--- src/rtl/pll_cfg_pkg.sv ---
// Shared types and helpers for the PLL configuration sequencer.
package pll_cfg_pkg;

    typedef enum logic [2:0] {
        ST_SETTLE,
        ST_IDLE,
        ST_GATE,
        ST_APPLY,
        ST_OFF
    } pll_cfg_state_t;

    localparam int PLL_CFG_W = 4;
    localparam logic [PLL_CFG_W-1:0] PLL_CFG_DEFAULT = 4'h1;

    // Counter must hold the longest window without wrapping.
    function automatic int pll_cnt_width(input int a, input int b);
        int m;
        m = (a > b) ? a : b;
        return $clog2(m + 1);
    endfunction

endpackage

--- src/rtl/pll_settle_timer.sv ---
// Saturating up-counter with two reach compares, shared by the gate and settle windows.
module pll_settle_timer #(
    parameter int CNT_W = 4
) (
    input  logic             clk,
    input  logic             rst_n,
    input  logic             i_clear,
    input  logic             i_en,
    input  logic [CNT_W-1:0] i_last,
    input  logic [CNT_W-1:0] i_limit,
    output logic             o_hit,
    output logic             o_limit
);

    logic [CNT_W-1:0] r_cnt;

    always_ff @(posedge clk) begin
        if (!rst_n || i_clear) begin
            r_cnt <= '0;
        end else if (i_en && (r_cnt != '1)) begin
            r_cnt <= r_cnt + 1'b1;
        end
    end

    assign o_hit   = (r_cnt >= i_last);
    assign o_limit = (r_cnt >= i_limit);

endmodule

--- src/rtl/pll_cfg_ctrl.sv ---
// Gated clk_cfg sequencer upstream of the pll.
// Optional lock-wait/timeout supervision is enabled with PLL_CFG_LOCK_EN.
module pll_cfg_ctrl
    import pll_cfg_pkg::*;
#(
    parameter int               CFG_W       = PLL_CFG_W,
    parameter logic [CFG_W-1:0] DEFAULT_CFG = CFG_W'(PLL_CFG_DEFAULT),
    parameter int               GATE_CYC    = 2,
    parameter int               SETTLE_CYC  = 256
`ifdef PLL_CFG_LOCK_EN
    ,
    parameter int               LOCK_TIMEOUT = 4096
`endif
) (
    input  logic             clk,
    input  logic             rst_n,
    input  logic             req_valid,
    output logic             req_ready,
    input  logic [CFG_W-1:0] req_cfg,
    output logic [CFG_W-1:0] clk_cfg,
    output logic             clk_gate_en,
    output logic             cfg_stable
`ifdef PLL_CFG_LOCK_EN
    ,
    input  logic             pll_lock,
    output logic             lock_err
`endif
);

`ifdef PLL_CFG_LOCK_EN
    localparam int CNT_W = pll_cnt_width(GATE_CYC, LOCK_TIMEOUT);
`else
    localparam int CNT_W = pll_cnt_width(GATE_CYC, SETTLE_CYC);
`endif

    pll_cfg_state_t   r_state;
    logic [CFG_W-1:0] r_clk_cfg;
    logic [CFG_W-1:0] r_pend_cfg;
    logic             r_gate_en;
    logic             r_stable;
    logic             w_tmr_clear;
    logic             w_hit;
    logic             w_limit;
    logic [CNT_W-1:0] w_last;
    logic [CNT_W-1:0] w_limit_val;

    // Counter runs only in the timed states, so it reads 0 on entry to each.
    assign w_tmr_clear = !((r_state == ST_GATE) || (r_state == ST_SETTLE));

`ifdef PLL_CFG_LOCK_EN
    logic r_lock_err;
    assign w_last      = (r_state == ST_GATE) ? CNT_W'(GATE_CYC - 1) : CNT_W'(SETTLE_CYC - 1);
    assign w_limit_val = CNT_W'(LOCK_TIMEOUT - 1);
    assign lock_err    = r_lock_err;
`else
    assign w_last      = CNT_W'(GATE_CYC - 1);
    assign w_limit_val = CNT_W'(SETTLE_CYC - 1);
`endif

    pll_settle_timer #(
        .CNT_W (CNT_W)
    ) u_timer (
        .clk     (clk),
        .rst_n   (rst_n),
        .i_clear (w_tmr_clear),
        .i_en    (!w_tmr_clear),
        .i_last  (w_last),
        .i_limit (w_limit_val),
        .o_hit   (w_hit),
        .o_limit (w_limit)
    );

    always_ff @(posedge clk) begin
        if (!rst_n) begin
            r_state    <= ST_SETTLE;
            r_clk_cfg  <= DEFAULT_CFG;
            r_pend_cfg <= DEFAULT_CFG;
            r_gate_en  <= 1'b0;
            r_stable   <= 1'b0;
`ifdef PLL_CFG_LOCK_EN
            r_lock_err <= 1'b0;
`endif
        end else begin
            case (r_state)
                // In OFF clk_cfg is 0, so "differs from clk_cfg" also covers its no-op rule.
                ST_IDLE, ST_OFF: begin
                    if (req_valid && (req_cfg != r_clk_cfg)) begin
                        r_pend_cfg <= req_cfg;
                        r_gate_en  <= 1'b0;
                        r_stable   <= 1'b0;
`ifdef PLL_CFG_LOCK_EN
                        r_lock_err <= 1'b0;
`endif
                        r_state    <= ST_GATE;
                    end
                end
                ST_GATE: begin
                    if (w_hit) begin
                        r_state <= ST_APPLY;
                    end
                end
                ST_APPLY: begin
                    r_clk_cfg <= r_pend_cfg;
                    r_state   <= (r_pend_cfg == '0) ? ST_OFF : ST_SETTLE;
                end
                ST_SETTLE: begin
`ifdef PLL_CFG_LOCK_EN
                    if (w_hit && pll_lock) begin
                        r_gate_en <= 1'b1;
                        r_stable  <= 1'b1;
                        r_state   <= ST_IDLE;
                    end else if (w_limit) begin
                        r_lock_err <= 1'b1;
                        r_state    <= ST_IDLE;
                    end
`else
                    if (w_limit) begin
                        r_gate_en <= 1'b1;
                        r_stable  <= 1'b1;
                        r_state   <= ST_IDLE;
                    end
`endif
                end
                default: begin
                    r_state <= ST_SETTLE;
                end
            endcase
        end
    end

    assign req_ready   = (r_state == ST_IDLE) || (r_state == ST_OFF);
    assign clk_cfg     = r_clk_cfg;
    assign clk_gate_en = r_gate_en;
    assign cfg_stable  = r_stable;

endmodule

--- config.mk ---
export PLATFORM = sky130hd
export DESIGN_NAME = pll_cfg_ctrl
export DESIGN_NICKNAME = d
export VERILOG_FILES = /design/src/rtl/pll_cfg_pkg.sv /design/src/rtl/pll_settle_timer.sv /design/src/rtl/pll_cfg_ctrl.sv
export SDC_FILE = /design/constraint.sdc
export NUM_CORES = 1
export LEC_CHECK = 0
export ABC_AREA = 1
export ABC_CLOCK_PERIOD_IN_PS = 2200
export BUFFER_PORTS_ARGS = -buffer_cell sky130_fd_sc_hd__buf_2
export CAP_MARGIN = 20
export CORE_ASPECT_RATIO = 1.2
export CORE_UTILIZATION = 55
export CTS_BUF_LIST = sky130_fd_sc_hd__clkbuf_16
export DETAILED_ROUTE_END_ITERATION = 8
export MAX_ROUTING_LAYER = met4
export PLACE_DENSITY = 0.74
export SKIP_LAST_GASP = 1
export SLEW_MARGIN = 20
export SYNTH_ARGS = -nofsm -noshare
export SYNTH_HDL_FRONTEND = slang
export SYNTH_SLANG_ARGS = --single-unit
--- constraint.sdc ---
create_clock -name clk -period 2.2 [get_ports clk]
set_input_delay 0.11 -clock clk [delete_from_list [all_inputs] [get_ports clk]]
set_output_delay 0.11 -clock clk [all_outputs]
set_load 0.005 [all_outputs]
* Word-level counts from Yosys, hierarchy flattened *
Index checks and enable logic that the tools add are counted.

storage, ports and cells
  memories kept = 0
  memory bits (read-only) = 0
  bits in registers = 21
  logic and storage cells = 39
  output and inout port bits = 7
  input port bits = 7
  memory bits (writable) = 0
  bits in latches = 0

cells by class
  reduce and logical (&&, ||, !) cells = 14
  equal/unequal tests = 9
  multiply operators = 0
  shift-type cells = 0
  add/subtract/negate cells = 1
  bitwise operators = 0
  order comparisons = 2
  div/mod/pow operators = 0
  muxes and demuxes = 8

operator list
  operator               count
  $mux W3                4
  $pmux W3 S4            1
  $add A9 B1 Y9 const B  1
  $ge A9 B1 Y1 const B   1
  $ge A9 B8 Y1 const B   1
  $ne A9 B9 Y1 const B   1
  $eq A3 B2 Y1 const B   2
  $reduce_and A3 Y1      2
  $logic_not A4 Y1       1
  $ne A2 B1 Y1 const B   2
  $ne A4 B4 Y1           1
  $eq A3 B1 Y1 const B   1
  $eq A3 B3 Y1 const B   1
  $logic_not A3 Y1       1
  $logic_or A1 B1 Y1     3
  $logic_and A1 B1 Y1    2
  $logic_not A1 Y1       2
  $mux W1                2
  $ne A2 B2 Y1 const B   1
  $pmux W1 S2            1
  $reduce_and A2 Y1      1
  $reduce_bool A2 Y1     1
  $reduce_or A2 Y1       1

* Longest topological paths before layout *
Gate-level depths: netlist (run 1).

  word-level depth = 4
  mapped depth = 11
  depth with buffers taken out = 11

* Hierarchy *
From an unflattened synthesis (run 1), not the netlist that was laid out.

unflattened totals
  cells, all modules = 227
  area, all modules = 1519.0 um^2

by module, submodules not included
  module            instances  cells each  area an instance (um^2)  sequential area each (um^2)
  pll_settle_timer  1          134         905.9                    180.2
  pll_cfg_ctrl      1          93          613.1                    240.2

* Least setup slack after synthesis (run 1) *
OpenSTA, ideal clock, no wires.

  path type = reg2reg
  start point = register u_timer.r_cnt[0]
  end point = register u_timer.r_cnt[7]
  data arrival time = 1.621 ns
  path slack = 0.509 ns
  buffers on the path = 0
  cell stages (with the launch flop) = 11
  library setup time = 0.070 ns
  required time = 2.130 ns
  period minus slack after synthesis = 1.691 ns
  path through = dfxtp_1 > ha_1 > nand2_1 > nor2_1 > ha_1 > inv_1 > nand2_2 > nor2_2 > nand3_1 > or2_0 > a21oi_1

between the ends
  cells in the longest elaborated chain, start to end = 2
  elaborated cells on any way between the ends = 3
  classes of those cells = add/sub (1); eq/ne (1); reduce/logical (1)

RTL lines
  item                                                   line                    text
  from (decl)                                            pll_settle_timer.sv:15  logic [CNT_W-1:0] r_cnt;
  from (signal assigned)                                 pll_settle_timer.sv:21  r_cnt <= r_cnt + 1'b1;
  branches (longest 2 deep; another with $add A9 B1 Y9)  -

Parallel ways; which one is timed is not known.
A chain may end at the register's enable or synchronous reset.

* Worst setup path after layout (run 1) *
Ends and elaborated chain as after synthesis.

==> impl_metrics.toml, run 1 <==
[worst_setup_path]
rrSetupSlack_ns = 0.28
worstPathRequired_ns = 2.39
path_class = "flop to flop"
end_kind = "flop"
arrival_ns = 2.11
worstSetupStartpointType = "flop"
worstPathMaxFanout = 6

[timing]
slew_violations = 0
rsz0062_at_grt = "false"
final_hold_viol_count = 0
slew_headroom = 0.810
max_freq_mhz = 521
timing.setup.tns_ns = 0
tightest_slew_ns = 0.283
period_share = 0.873
setup_viol = 0
fin_worst_skew_ns = 0.00126
finalCriticalPeriod_ns = 1.92

[floorplan]
die_w_um = 43.0
ioPinCount = 14
start_util = 0.592
design.core.area_sq_mm = 0.00187
die_h_um = 51.2
die-area_sq_mm = 0.00220
std_cell_rows = 17

[clock_network]
cts-root-buf = "clkbuf_16"
cts_buffer_depth = 2
cts_buffers = 3
insertion_delay_ns = 0.25
cts-resized-gates = 0
cts_tree = "built"
cts_hold_buf = 0
clock_sinks = 21
clkTransAtPathRegs_ns = 0.06
htreeDepth = 1
post_cts_buffers = 0

[synth]
synth-seq-cells = 21
synth_nets = 162
ys_types = 32
avgSynthCellArea_sq_um = 7.33
syn_inst = 151
synth_seq_area_share = 0.380
synth_warnings = 0
synth_area_sq_mm = 0.00111

[global_routing]
grt_pass1_vias = 963
grt-ovfl-total = 0
grt_pass1_wl_um = 3660
use_met1 = 0.212
track_usage = 0.231
grt_max_degree = 13
use_met3 = 0.0318
antenna_found_initial = 0
use_met2 = 0.422
top_usage_layer = "met2"

[power]
power.density_mw_per_mm2 = 1040
ir_worst_vdd_mv = 0.690
total_leakage_power_nw = 0.595

[finish]
utilization = 0.675
areaGrowthSynthToFinish_pct = 14.1
diodes = 0
finalNonFillerCells = 185
final_nets = 178
layout_common_cells = "nand2_1 (28), inv_1 (22), dfxtp_1 (21)"
final_common_cell = "nand2_1"
layout-drive-gt1-share = 0.187

[hold_path]
hold_class = "primary input to flop"

[detailed_routing]
avgViaCountPerCell = 5.44
dr.pass1.iters = 4
vias = 1007
initialDrtViolationCount = 24
remaining_drc_errors = 0
wl_per_cell_um = 11.9
drt_wl_total_um = 2200
antenna_left = 0

[status]
outcome = "finished clean"

[placement]
dp.cells = 181
hpwlAfterDp_um = 1680
port_buffers = 13
gp_routability_congestion = 0.786

[flow_run]
max-cap-violations = 0
[power breakdown]
| group | leakage (nW) | internal, W | switching (W) |
|---|---|---|---|
| Clock | 0.0409 | 0.000244 | 0.000140 |
| Combinational | 0.383 | 0.000169 | 0.000252 |
| Sequential | 0.171 | 0.000449 | 0.0000596 |
[layout make-up]
cell class	count	area, sq um
Tap cell	19	23.8
Sequential cell	21	420
Inverter	24	90.1
Timing Repair Buffer	13	65.1
Fill cell	170	608
Clock inverter	1	5.00
Clock buffer	3	75.1
Multi-Input combinational cell	104	584
[kinds of logic (layout without fill, tap and decap cells)]
logic type	count (synthesis)	after routing	share of synthesized area
XOR/XNOR	1	1	0.00791
flip-flops	21	21	0.380
AND/OR/NAND/NOR	69	69	0.307
adder cells (fa/ha/maj)	4	4	0.0452
AO/OA/AOI/OAI	30	30	0.167
buffers and inverters	26	41	0.0927
[flip-flops by register name, summed over array words and instances (netlist names)]
name           flops
u_timer.r_cnt      9
clk_cfg            4
r_pend_cfg         4
r_state            3
cfg_stable         1
[stage by stage]
step | hold WS (ns) | setup slack (ns) | power [W] | area [sq um]
5_1_grt | 0.134 | 0.165 | 0.00140 | 1260
2_1_floorplan | 0.284 | 0.509 | 0.000840 | 1110
6_report | 0.123 | 0.280 | 0.00131 | 1260
3_5_place_dp | 0.384 | 0.316 | 0.000939 | 1180
3_3_place_gp | 0.375 | 0.416 | 0.000925 | 1180
4_1_cts | 0.120 | 0.303 | 0.00133 | 1260
[worst paths after layout]
kind	cells after the start	to	start
max	10	u_timer.r_cnt[7]	u_timer.r_cnt[0]
min	2	r_pend_cfg[0]	rst_n
max reg2reg	10	u_timer.r_cnt[7]	u_timer.r_cnt[0]
min reg2reg	2	r_pend_cfg[2]	r_pend_cfg[2]
[synth_stat cells, drive strengths merged]
cell type | number | area share
a211oi | 1 | 0.0068
a21oi | 13 | 0.072
a31oi | 3 | 0.017
buf | 1 | 0.0068
clkbuf | 1 | 0.0045
dfxtp | 21 | 0.38
ha | 4 | 0.045
inv | 24 | 0.081
nand2 | 32 | 0.13
nand3 | 9 | 0.052
nand3b | 1 | 0.0068
nand4 | 2 | 0.011
nor2 | 16 | 0.063
nor3 | 4 | 0.018
nor3b | 1 | 0.0068
nor4 | 1 | 0.0057
o211ai | 2 | 0.018
o21ai | 11 | 0.053
or2 | 3 | 0.017
xor2 | 1 | 0.0079
[worst max-delay path, cell delays in order (launching register included)]
cell and delay, ns:
dfxtp_1 0.35, ha_1 0.24, nand2_1 0.12, nor2_1 0.08, ha_1 0.24, inv_1 0.17, nand2_2 0.10, nor2_2 0.13
nand3_1 0.10, or2_0 0.21, a21oi_1 0.11
[metal layers]
| layer | part of all wire | vias to the layer above |
|---|---|---|
| met5 | 0 | - |
| met4 | 0.052 | 0 |
| met3 | 0.030 | 13 |
| met2 | 0.49 | 27 |
| met1 | 0.43 | 444 |
| li1 | - | 523 |
Power figures use the tool's default switching activity.
==> inputs of run 2 (changes only) <==
- ABC_AREA: 1 -> not set
==> run 2 against run 1 <==
Net effect:
- register-to-register slack better by 0.03 ns
- final cell count shrank 18%
- largest power group unchanged
- via count shrank 14%
- maximum frequency up 1.7%
- critical path type unchanged
==> impl_metrics.toml, run 2 <==
[floorplan]
die_h_um = 50.8
die_w_um = 42.7
design.core.area_sq_mm = 0.00185
ioPinCount = 14
std_cell_rows = 17
die-area_sq_mm = 0.00217
start_util = 0.591

[synth]
syn_inst = 121
synth.top_cell.area_share = 0.384
synth_top_flop_cell = "dfxtp_1"
synth_nets = 132
yosys.area.top_type = "dfxtp_1"
avgSynthCellArea_sq_um = 9.04
async_flop_share = 0
synth_warnings = 0
ys_top_cells_by_count = "dfxtp_1 (21), nor2_1 (20), nand2_1 (13)"
ys_top_cells_by_area = "dfxtp_1 (38%), mux2i_1 (8.2%), nor2_1 (6.9%), xnor2_1 (5.6%), xor2_1 (4.8%)"
synth_area_sq_mm = 0.00109
ys_types = 32
synth_edf_count = 0
synth_seq_area_share = 0.384
synth-seq-cells = 21
yosysMostFrequentCell = "dfxtp_1"

[finish]
fillers = 169
final_nets = 144
layout_common_cells = "dfxtp_1 (21), nor2_1 (20), nand2_1 (13), buf_2 (13), mux2i_1 (9)"
diodes = 0
largest_register_ffs = 9
areaGrowthSynthToFinish_pct = 11.8
seq_area_sq_um = 420
final_common_cell = "dfxtp_1"
layout-drive-gt1-share = 0.159
top_register = "u_timer.r_cnt"
multi_input_area_sq_um = 619

[global_routing]
grt-ovfl-total = 0
antenna_found_initial = 0
grt_pass1_wl_um = 3350
track_usage = 0.213
grt_pass1_vias = 831
grt_max_degree = 15

[timing]
fin_ws_ns = 0.313
slew_headroom = 0.659
max_freq_mhz = 530
period_share = 0.858
setup_viol = 0
hold_ws_ns = 0.122
fin_worst_skew_ns = 0.00438
slew_violations = 0
tightest_slew_ns = 0.509
final_hold_viol_count = 0
finalCriticalPeriod_ns = 1.89
rsz0062_at_grt = "false"
timing.setup.tns_ns = 0

[detailed_routing]
drt_wl_total_um = 1990
dr.pass1.iters = 4
vias = 866
initialDrtViolationCount = 9
routed-wl-met2_um = 1020
dr_wl_met3_um = 55
routed.top_layer = "met4"
wl_per_cell_um = 13.2
remaining_drc_errors = 0
avgViaCountPerCell = 5.74
antenna_left = 0
wl_met1_um = 854

[worst_setup_path]
end_kind = "flop"
rrSetupSlack_ns = 0.31
arrival_ns = 2.03
timing.rr.end = "u_timer.r_cnt[7]"
worstSetupStartpointType = "flop"
path_class = "flop to flop"
worstPathMaxFanout = 11
r2r_start = "u_timer.r_cnt[0]"
worstPathRequired_ns = 2.34
reg2regPathDepth = 7

[placement]
hpwlAfterDp_um = 1460
gp_routability_congestion = 0.847
dpl_worst_slack_ns = 0.338
port_buffers = 13

[power]
total_leakage_power_nw = 0.510
power.density_mw_per_mm2 = 840
ir_worst_vdd_mv = 0.565
power.total_w = 0.00103

[clock_network]
post_cts_buffers = 0
cts_tree = "built"
cts_hold_buf = 0
cts-resized-gates = 0
clkTransAtPathRegs_ns = 0.06
htreeDepth = 1
cts_buffer_depth = 2
cts_buffers = 3
cts-root-buf = "clkbuf_16"
insertion_delay_ns = 0.26
clock_sinks = 21

[status]
outcome = "finished clean"

[hold_path]
holdPathEnd = "r_pend_cfg[3]"
min_path_cells = 3
hold_class = "primary input to flop"
min_from = "req_cfg[3]"

[flow_run]
max-cap-violations = 0
[run 2: cell types whose count changed after synthesis, sizes merged, moves of 3 or more]
cell	previous run	this run
nor2	16	20
o21ai	11	1
a21oi	13	3
xnor2	0	7
nand2	32	13
nor4	1	4
mux2i	0	9
xor2	1	6
nand3	9	3
inv	24	4
buf	1	4
[run 2: layer usage]
| layer | global-route usage | vias up |
|---|---|---|
| met3 | 0.0353 | 5 |
| met4 | 0.167 | 0 |
| met1 | 0.219 | 413 |
| met2 | 0.356 | 14 |
| met5 | - | - |
| li1 | - | 434 |
[run 2: kinds of logic after synthesis]
group	count (synthesis)	synth area share
simple gates	54	0.233
xor+xnor	13	0.104
mux	9	0.0824
flops	21	0.384
fa+ha+maj	4	0.0458
buf+inv	10	0.0492
compound gates	10	0.101
[run 2: layout make-up]
class,instances,share of cell area
clock buffer,3,0.0614
clock inverter,1,0.00307
inverter,4,0.0123
multi-input combinational,90,0.507
sequential,21,0.344
tap,19,0.0194
timing repair buffer,13,0.0532
[run 2: how the worst max path moves through the flow]
stage / startpoint / end / cells past startpoint
4_1_cts: u_timer.r_cnt[0] / u_timer.r_cnt[7] / 7
3_5_place_dp: u_timer.r_cnt[0] / u_timer.r_cnt[7] / 7
3_3_place_gp: u_timer.r_cnt[0] / u_timer.r_cnt[7] / 7
2_1_floorplan: u_timer.r_cnt[0] / u_timer.r_cnt[5] / 8
6_report: u_timer.r_cnt[0] / u_timer.r_cnt[7] / 7
5_1_grt: u_timer.r_cnt[0] / u_timer.r_cnt[5] / 7
[run 2: critical path: stages (launching register included)]
cell and delay [ns]:
dfxtp_1 0.41, ha_1 0.19, nand2_1 0.09, nor3_1 0.30, ha_1 0.45, nor4_1 0.14
xnor2_1 0.15, nor2_1 0.05
[run 2: metrics by stage]
step	std cells	util	area (sq um)
after floorplan	121	-	1090
after global placement	147	0.618	1140
after detailed placement	147	0.618	1140
after CTS	151	0.661	1220
after global routing	151	0.661	1220
final	151	0.661	1220
[run 2: where the power goes]
| part | total (W) | internal [W] | switching [W] |
|---|---|---|---|
| logic | 0.000193 | 0.0000890 | 0.000104 |
| registers | 0.000456 | 0.000413 | 0.0000424 |
| clock network | 0.000378 | 0.000242 | 0.000135 |
| total | 0.00103 | 0.000744 | 0.000282 |
